File: src/rtl/mmio_uart_pkg.sv
// Shared constants and state types for the memory-mapped UART.
package mmio_uart_pkg;

  // Register offsets relative to BASE
  localparam logic [31:0] OFF_DATA    = 32'h00;
  localparam logic [31:0] OFF_STATUS  = 32'h04;
  localparam logic [31:0] OFF_DIVISOR = 32'h08;
  localparam logic [31:0] OFF_CTRL    = 32'h0C;
  localparam logic [31:0] OFF_LEVEL   = 32'h10;

  // STATUS bit positions
  localparam int unsigned ST_RX_NE     = 0;
  localparam int unsigned ST_RX_FULL   = 1;
  localparam int unsigned ST_TX_EMPTY  = 2;
  localparam int unsigned ST_TX_FULL   = 3;
  localparam int unsigned ST_TX_BUSY   = 4;
  localparam int unsigned ST_RX_OVF    = 5;
  localparam int unsigned ST_FRAME_ERR = 6;
  localparam int unsigned ST_TX_OVF    = 7;

  typedef enum logic [1:0] {TX_IDLE, TX_START, TX_DATA, TX_STOP} tx_state_t;
  typedef enum logic [1:0] {RX_IDLE, RX_START, RX_DATA, RX_STOP} rx_state_t;

endpackage

File: src/rtl/sync_fifo.sv
// First-word fall-through synchronous FIFO; pointers wrap modulo DEPTH.
module sync_fifo #(
  parameter int WIDTH = 8,
  parameter int DEPTH = 16
) (
  input  logic                     clk,
  input  logic                     rst,
  input  logic                     push,
  input  logic                     pop,
  input  logic [WIDTH-1:0]         wdata,
  output logic [WIDTH-1:0]         rdata,
  output logic                     full,
  output logic                     empty,
  output logic [$clog2(DEPTH):0]   count
);
  localparam int AW = $clog2(DEPTH);

  logic [WIDTH-1:0] mem_q [DEPTH];
  logic [AW-1:0]    wr_ptr_q, rd_ptr_q;
  logic [AW:0]      count_q;
  logic             do_push, do_pop;

  assign empty   = (count_q == '0);
  assign full    = (count_q == (AW+1)'(DEPTH));
  assign count   = count_q;
  assign rdata   = mem_q[rd_ptr_q];
  // A full FIFO still accepts a push when the head leaves in the same cycle.
  assign do_pop  = pop & ~empty;
  assign do_push = push & (~full | do_pop);

  // Pointer and occupancy bookkeeping.
  always_ff @(posedge clk) begin
    // NOTE: sequential state is always assigned with <= so every flop samples pre-edge values.
    if (rst) begin
      wr_ptr_q <= '0;
      rd_ptr_q <= '0;
      count_q  <= '0;
    end else begin
      if (do_push) wr_ptr_q <= wr_ptr_q + 1'b1;
      if (do_pop)  rd_ptr_q <= rd_ptr_q + 1'b1;
      case ({do_push, do_pop})
        2'b10:   count_q <= count_q + 1'b1;
        2'b01:   count_q <= count_q - 1'b1;
        default: count_q <= count_q;
      endcase
    end
  end

  // Storage array write.
  always_ff @(posedge clk) begin
    // NOTE: storage has no reset; occupancy is tracked by count_q, so stale words are never observed.
    if (do_push) mem_q[wr_ptr_q] <= wdata;
  end

endmodule

File: src/rtl/mmio_uart.sv
// Memory-mapped 8N1 UART: register file, TX/RX FIFOs, TX and RX engines.
module mmio_uart
  import mmio_uart_pkg::*;
#(
  parameter int unsigned DEPTH     = 16,
  parameter logic [31:0] BASE      = 32'h1001_0000,
  parameter logic [15:0] DIV_RESET = 16'd3
) (
  input  logic        clk,
  input  logic        rst,
  input  logic [31:0] address,
  input  logic [31:0] write_data,
  input  logic        write_enable,
  input  logic        read_enable,
  output logic [31:0] read_data,
  output logic        tx,
  input  logic        rx,
  output logic        irq
);
  localparam int unsigned CW = $clog2(DEPTH) + 1;

  logic sel_data, sel_status, sel_div, sel_ctrl, sel_level;
  assign sel_data   = (address == BASE + OFF_DATA);
  assign sel_status = (address == BASE + OFF_STATUS);
  assign sel_div    = (address == BASE + OFF_DIVISOR);
  assign sel_ctrl   = (address == BASE + OFF_CTRL);
  assign sel_level  = (address == BASE + OFF_LEVEL);

  logic unused_wdata;
  assign unused_wdata = ^write_data[31:16];

  logic [15:0] div_q;
  logic [1:0]  ctrl_q;
  logic        rx_ovf_q, frame_err_q, tx_ovf_q, irq_q;

  logic          tx_push, tx_pop, tx_full, tx_empty;
  logic [7:0]    tx_rdata;
  logic [CW-1:0] tx_count;
  logic          rx_push, rx_pop, rx_full, rx_empty;
  logic [7:0]    rx_rdata;
  logic [CW-1:0] rx_count;

  assign tx_push = write_enable & sel_data;
  assign rx_pop  = read_enable & sel_data & ~rx_empty;

  sync_fifo #(.WIDTH(8), .DEPTH(DEPTH)) u_tx_fifo (
    .clk(clk), .rst(rst), .push(tx_push), .pop(tx_pop), .wdata(write_data[7:0]),
    .rdata(tx_rdata), .full(tx_full), .empty(tx_empty), .count(tx_count)
  );

  logic [7:0] rx_shift_q, rx_shift_d;

  sync_fifo #(.WIDTH(8), .DEPTH(DEPTH)) u_rx_fifo (
    .clk(clk), .rst(rst), .push(rx_push), .pop(rx_pop), .wdata(rx_shift_d),
    .rdata(rx_rdata), .full(rx_full), .empty(rx_empty), .count(rx_count)
  );

  // ---------------- TX engine ----------------
  tx_state_t   tx_state_q, tx_state_d;
  logic [15:0] tx_cnt_q, tx_cnt_d;
  logic [2:0]  tx_bit_q, tx_bit_d;
  logic [7:0]  tx_shift_q, tx_shift_d;
  logic        tx_q, tx_d, tx_busy;

  assign tx_busy = (tx_state_q != TX_IDLE);
  assign tx      = tx_q;

  // TX next-state: each state lasts DIVISOR+1 cycles; STOP chains straight into the next START.
  always_comb begin
    // NOTE: every combinational output gets a default first so no path leaves it unassigned (no latch).
    tx_state_d = tx_state_q;
    tx_cnt_d   = tx_cnt_q;
    tx_bit_d   = tx_bit_q;
    tx_shift_d = tx_shift_q;
    tx_pop     = 1'b0;
    case (tx_state_q)
      TX_IDLE: if (!tx_empty) begin
        tx_pop = 1'b1; tx_shift_d = tx_rdata; tx_cnt_d = div_q; tx_state_d = TX_START;
      end
      TX_START: if (tx_cnt_q == '0) begin
        tx_cnt_d = div_q; tx_bit_d = '0; tx_state_d = TX_DATA;
      end else tx_cnt_d = tx_cnt_q - 1'b1;
      TX_DATA: if (tx_cnt_q == '0) begin
        tx_cnt_d   = div_q;
        tx_shift_d = {1'b0, tx_shift_q[7:1]};
        if (tx_bit_q == 3'd7) tx_state_d = TX_STOP;
        else                  tx_bit_d   = tx_bit_q + 1'b1;
      end else tx_cnt_d = tx_cnt_q - 1'b1;
      TX_STOP: if (tx_cnt_q == '0) begin
        if (!tx_empty) begin
          tx_pop = 1'b1; tx_shift_d = tx_rdata; tx_cnt_d = div_q; tx_state_d = TX_START;
        end else tx_state_d = TX_IDLE;
      end else tx_cnt_d = tx_cnt_q - 1'b1;
      default: tx_state_d = TX_IDLE;
    endcase
    // Line level is registered from the next state to keep the pin glitch-free.
    case (tx_state_d)
      TX_START: tx_d = 1'b0;
      TX_DATA:  tx_d = tx_shift_d[0];
      default:  tx_d = 1'b1;
    endcase
  end

  // TX state register.
  always_ff @(posedge clk) begin
    if (rst) begin
      tx_state_q <= TX_IDLE; tx_cnt_q <= '0; tx_bit_q <= '0; tx_shift_q <= '0; tx_q <= 1'b1;
    end else begin
      tx_state_q <= tx_state_d; tx_cnt_q <= tx_cnt_d; tx_bit_q <= tx_bit_d;
      tx_shift_q <= tx_shift_d; tx_q <= tx_d;
    end
  end

  // ---------------- RX engine ----------------
  rx_state_t   rx_state_q, rx_state_d;
  logic [15:0] rx_cnt_q, rx_cnt_d, rx_half_m1;
  logic [2:0]  rx_bit_q, rx_bit_d;
  logic        rx_meta_q, rx_sync_q, rx_prev_q, frame_err_set;

  // Half a bit period minus one: (DIVISOR+1)>>1 cycles spent in START before re-sampling.
  assign rx_half_m1 = (div_q >> 1) + {15'd0, div_q[0]} - 16'd1;

  // RX next-state: mid-bit sampling driven by the synchronized line.
  always_comb begin
    rx_state_d    = rx_state_q;
    rx_cnt_d      = rx_cnt_q;
    rx_bit_d      = rx_bit_q;
    rx_shift_d    = rx_shift_q;
    rx_push       = 1'b0;
    frame_err_set = 1'b0;
    case (rx_state_q)
      RX_IDLE: if (rx_prev_q && !rx_sync_q) begin
        rx_cnt_d = rx_half_m1; rx_state_d = RX_START;
      end
      RX_START: if (rx_cnt_q == '0) begin
        if (!rx_sync_q) begin rx_cnt_d = div_q; rx_bit_d = '0; rx_state_d = RX_DATA; end
        else rx_state_d = RX_IDLE;
      end else rx_cnt_d = rx_cnt_q - 1'b1;
      RX_DATA: if (rx_cnt_q == '0) begin
        rx_cnt_d   = div_q;
        rx_shift_d = {rx_sync_q, rx_shift_q[7:1]};
        if (rx_bit_q == 3'd7) rx_state_d = RX_STOP;
        else                  rx_bit_d   = rx_bit_q + 1'b1;
      end else rx_cnt_d = rx_cnt_q - 1'b1;
      RX_STOP: if (rx_cnt_q == '0) begin
        if (rx_sync_q) rx_push = 1'b1;
        else           frame_err_set = 1'b1;
        rx_state_d = RX_IDLE;
      end else rx_cnt_d = rx_cnt_q - 1'b1;
      default: rx_state_d = RX_IDLE;
    endcase
  end

  // RX synchronizer and state register.
  always_ff @(posedge clk) begin
    if (rst) begin
      rx_meta_q <= 1'b1; rx_sync_q <= 1'b1; rx_prev_q <= 1'b1;
      rx_state_q <= RX_IDLE; rx_cnt_q <= '0; rx_bit_q <= '0; rx_shift_q <= '0;
    end else begin
      rx_meta_q <= rx; rx_sync_q <= rx_meta_q; rx_prev_q <= rx_sync_q;
      rx_state_q <= rx_state_d; rx_cnt_q <= rx_cnt_d; rx_bit_q <= rx_bit_d;
      rx_shift_q <= rx_shift_d;
    end
  end

  // ---------------- Registers, flags, interrupt ----------------
  logic [2:0] clr;
  assign clr = (write_enable & sel_status) ?
               {write_data[ST_TX_OVF], write_data[ST_FRAME_ERR], write_data[ST_RX_OVF]} : 3'b000;

  // Control registers, sticky flags (set beats clear) and registered interrupt.
  always_ff @(posedge clk) begin
    if (rst) begin
      div_q <= DIV_RESET; ctrl_q <= '0;
      rx_ovf_q <= 1'b0; frame_err_q <= 1'b0; tx_ovf_q <= 1'b0; irq_q <= 1'b0;
    end else begin
      if (write_enable && sel_div)
        div_q <= (write_data[15:0] == 16'd0) ? 16'd1 : write_data[15:0];
      if (write_enable && sel_ctrl) ctrl_q <= write_data[1:0];
      rx_ovf_q    <= (rx_ovf_q & ~clr[0]) | (rx_push & rx_full & ~rx_pop);
      frame_err_q <= (frame_err_q & ~clr[1]) | frame_err_set;
      tx_ovf_q    <= (tx_ovf_q & ~clr[2]) | (tx_push & tx_full & ~tx_pop);
      irq_q       <= (ctrl_q[0] & ~rx_empty) | (ctrl_q[1] & tx_empty & ~tx_busy);
    end
  end
  assign irq = irq_q;

  logic [7:0]  status;
  logic [31:0] level;

  // Combinational register read mux.
  always_comb begin
    status               = '0;
    status[ST_RX_NE]     = ~rx_empty;
    status[ST_RX_FULL]   = rx_full;
    status[ST_TX_EMPTY]  = tx_empty;
    status[ST_TX_FULL]   = tx_full;
    status[ST_TX_BUSY]   = tx_busy;
    status[ST_RX_OVF]    = rx_ovf_q;
    status[ST_FRAME_ERR] = frame_err_q;
    status[ST_TX_OVF]    = tx_ovf_q;
    level                = '0;
    level[16 +: CW]      = rx_count;
    level[0 +: CW]       = tx_count;
    read_data            = '0;
    if (sel_data)        read_data = {24'd0, rx_empty ? 8'd0 : rx_rdata};
    else if (sel_status) read_data = {24'd0, status};
    else if (sel_div)    read_data = {16'd0, div_q};
    else if (sel_ctrl)   read_data = {30'd0, ctrl_q};
    else if (sel_level)  read_data = level;
  end

endmodule

File: config.mk
export PLATFORM = sky130hd
export DESIGN_NAME = mmio_uart
export DESIGN_NICKNAME = d
export VERILOG_FILES = /design/src/rtl/mmio_uart_pkg.sv /design/src/rtl/sync_fifo.sv /design/src/rtl/mmio_uart.sv
export SDC_FILE = /design/constraint.sdc
export NUM_CORES = 1
export LEC_CHECK = 0
export CORE_MARGIN = 2
export CORE_UTILIZATION = 40
export CTS_BUF_LIST = sky130_fd_sc_hd__clkbuf_4 sky130_fd_sc_hd__clkbuf_8 sky130_fd_sc_hd__clkbuf_16
export DETAILED_ROUTE_END_ITERATION = 8
export HOLD_SLACK_MARGIN = 0.03
export PLACE_DENSITY = 0.68
export SLEW_MARGIN = 20
export SYNTH_ARGS = -nofsm -noshare
export SYNTH_HDL_FRONTEND = slang
export SYNTH_HIERARCHICAL = 1
export SYNTH_SLANG_ARGS = --single-unit
File: constraint.sdc
create_clock -name clk -period 4.2 [get_ports clk]
set_input_delay 0.63 -clock clk [delete_from_list [all_inputs] [get_ports clk]]
set_output_delay 0.63 -clock clk [all_outputs]
set_load 0.02 [all_outputs]
==> impl_metrics.json <==
{
  "synth_cell_types": 88,
  "post-route-period-util": 0.966,
  "ff2ff_path_depth": 11,
  "dp_hpwl_um": 27900,
  "h-tree-depth": 2,
  "syn_area_per_cell_sq_um": 12.8,
  "final_common_cell": "edfxtp_1",
  "synthToLayoutAreaGrowth_pct": 18.4,
  "arrival_ns": 3.43,
  "worst-path-max-fanout": 12,
  "fp.dieW_um": 213,
  "skew_ns": 0.0315,
  "chipHeight_um": 213,
  "grt_max_degree": 54,
  "cp.required_ns": 3.57,
  "switching_share": 0.248,
  "min_to": "rx_sync_q",
  "drive_above_1_share": 0.172,
  "drv_slew": 0,
  "maxCapViolations": 0,
  "drt-total-wl_um": 41500,
  "clkPwrFrac": 0.424,
  "crit_path_cell_trace": "clkdlybuf4s50_1, or4_1, nor3_1, nand4_1, buf_4, buf_4, nor4b_2, buf_4, a222oi_1, inv_1, clkdlybuf4s50_1",
  "hp-class": "reg -> reg",
  "antenna_found_initial": 1,
  "cpPeakStageDelay_ns": 0.63,
  "synthCells": 1367,
  "p_per_area_nw_per_um2": 409,
  "numCtsBuffers": 40,
  "cp_common_cell": "buf_4",
  "cts-root-buf": "clkbuf_16",
  "cpMaxStageDelayCell": "clkdlybuf4s50_1",
  "period_minus_slack_ns": 4.06,
  "clkTransAtPathRegs_ns": 0.05,
  "timing.rr.start": "rx_cnt_q[9]",
  "wire_per_inst_um": 19.7,
  "post-route-drc-count": 0,
  "synth_edf_count": 256,
  "dieArea_sq_um": 45300,
  "cts_tree": "yes",
  "yosys_register_bits": 374,
  "min_from": "rx_meta_q",
  "gr-usage-all-layers": 0.184,
  "hold_depth": 1,
  "seq_power_share": 0.472,
  "overflow": 0,
  "ant_nets": 0,
  "gp_congestion": 0.897,
  "std_cell_rows": 76,
  "yosysWarnings": 6,
  "slew_headroom": 0.388,
  "n_antenna_cell": 0,
  "hold_viol": 0,
  "rrSetupSlack_ns": 0.43,
  "cts_setup_buffers": 0,
  "tightest_slew_ns": 0.915,
  "rsz0062_at_grt": "no",
  "via_per_inst": 5.55,
  "reg2reg_to": "u_rx_fifo/count[4]",
  "ios": 103,
  "switchingPower_w": 0.00210,
  "combPwrFrac": 0.104,
  "syn_area_sq_um": 17400,
  "vias": 11700,
  "start_util": 0.405,
  "ir_drop_mv": 0.270,
  "synthArstFlopShare": 0,
  "clock_latency_ns": 0.59,
  "finalSetupViolCount": 0,
  "nNetsFinal": 1592,
  "p_leak_nw": 7.55,
  "final.setup.tns_ns": 0,
  "grt_pass1_wl_um": 64200,
  "layout_common_cells": "edfxtp_1, nor2_1, dfxtp_1",
  "p_total_w": 0.00845,
  "worst_setup_path_start_kind": "input port",
  "cts_buffer_depth": 3,
  "grt_pass1_vias": 11500,
  "io_buffers": 75,
  "clock-sinks": 374,
  "max_freq_mhz": 247,
  "worstSetupEndpointType": "primary output",
  "synthFlopType": "edfxtp_1",
  "path_class": "in -> out",
  "coreArea_sq_um": 43100,
  "power.internal_w": 0.00635,
  "yosysSeqAreaShare": 0.576,
  "first_pass_iters": 6,
  "drt_iter0_drc": 1066,
  "outcome": "completed"
}
-- power by group through the flow --
stage | clock (W) | combinational (W) | sequential, W
2_1_floorplan | 0 | 0.000599 | 0.00406
3_3_place_gp | 0 | 0.000843 | 0.00406
3_5_place_dp | 0 | 0.000859 | 0.00406
4_1_cts | 0.00365 | 0.000869 | 0.00398
5_1_grt | 0.00379 | 0.000961 | 0.00399
6_report | 0.00358 | 0.000882 | 0.00398
-- routing by layer --
metal	wire, um	global-route usage	up-vias
met4	925	0.0533	2
met5	14	0	-
met1	18100	0.251	5829
met2	20000	0.303	303
li1	-	-	5465
met3	2430	0.0315	62
-- logic make-up (layout without fill, tap and decap cells) --
group / count (synthesis) / after routing / share of synthesized area
AND/OR/NAND/NOR: 413 / 413 / 0.126
flip-flops: 374 / 374 / 0.576
AO/OA/AOI/OAI: 253 / 253 / 0.101
buffers and inverters: 127 / 266 / 0.0322
multiplexers: 122 / 122 / 0.118
XOR/XNOR: 41 / 41 / 0.0206
adder cells (fa/ha/maj): 36 / 36 / 0.0267
other: 1 / 11 / 0.000215
-- flip-flops by register name (all words and copies together), names as in the netlist, 2 cells and up, named ones only --
name	count
u_tx_fifo/mem_q	128
rx_shift_q	8
tx_cnt_q	16
div_q	16
tx_state_q	2
u_rx_fifo/rd_ptr_q	4
tx_bit_q	3
tx_shift_q	8
u_rx_fifo/wr_ptr_q	4
u_tx_fifo/count	5
u_rx_fifo/mem_q	128
u_tx_fifo/wr_ptr_q	4
rx_cnt_q	16
ctrl_q	2
u_rx_fifo/count	5
rx_bit_q	3
u_tx_fifo/rd_ptr_q	4
-- cell type report --
cell class / instances / area [sq um]
Multi-Input combinational cell: 876 / 6900
Sequential cell: 374 / 10100
Fill cell: 3761 / 22400
Clock buffer: 54 / 1130
Timing Repair Buffer: 160 / 1490
Inverter: 35 / 131
Tap cell: 585 / 732
Clock inverter: 17 / 224
-- Yosys cell counts (33+ instances only) --
master      n  area share
a21oi_1    54       0.015
dfxtp_1   118        0.14
inv_1      33      0.0071
a22oi_1    49       0.021
ha_1       34       0.024
edfxtp_1  256        0.44
mux2i_1    44       0.025
nand2_1    72       0.015
clkbuf_1   60       0.013
nor3_1     34      0.0098
nor2_1    118       0.025
mux4_2     64       0.083
o21ai_0    43       0.012
-- critical path, delay by kind of cell --
| kind | cells | cell delay (ns) |
|---|---|---|
| buffers and inverters | 6 | 1.65 |
| and+or+nand+nor | 4 | 1.02 |
| AOI/OAI and AO/OA | 1 | 0.12 |
-- what timing repair did --
| action | in CTS | in global routing |
|---|---|---|
| setup endpoints to repair | 1 | 17 |
| hold buffers | 0 | 0 |
| gates resized for setup | 1 | 17 |
-- worst max path at each step --
stage          cells past startpoint       start                 end
6_report                          11  address[5]        read_data[7]
5_1_grt                           11  address[5]        read_data[5]
4_1_cts                           11  address[5]        read_data[4]
3_5_place_dp                      15  address[5]  u_rx_fifo/count[4]
3_3_place_gp                      15  address[5]  u_rx_fifo/count[4]
2_1_floorplan                     13  address[5]  u_tx_fifo/count[4]
-- metrics by stage --
stage	hold WS, ns	instances	worst slack (ns)	area [sq um]	utilization
after floorplan	0.389	1377	0.0771	17500	-
after global placement	0.394	2030	-0.00331	19300	0.447
after detailed placement	0.397	2030	-0.0869	19300	0.447
after CTS	0.410	2101	0.00667	20600	0.479
after global routing	0.435	2101	0.00255	20700	0.480
final	0.408	2101	0.145	20700	0.480
No activity file was read; power rests on OpenSTA's default activity.
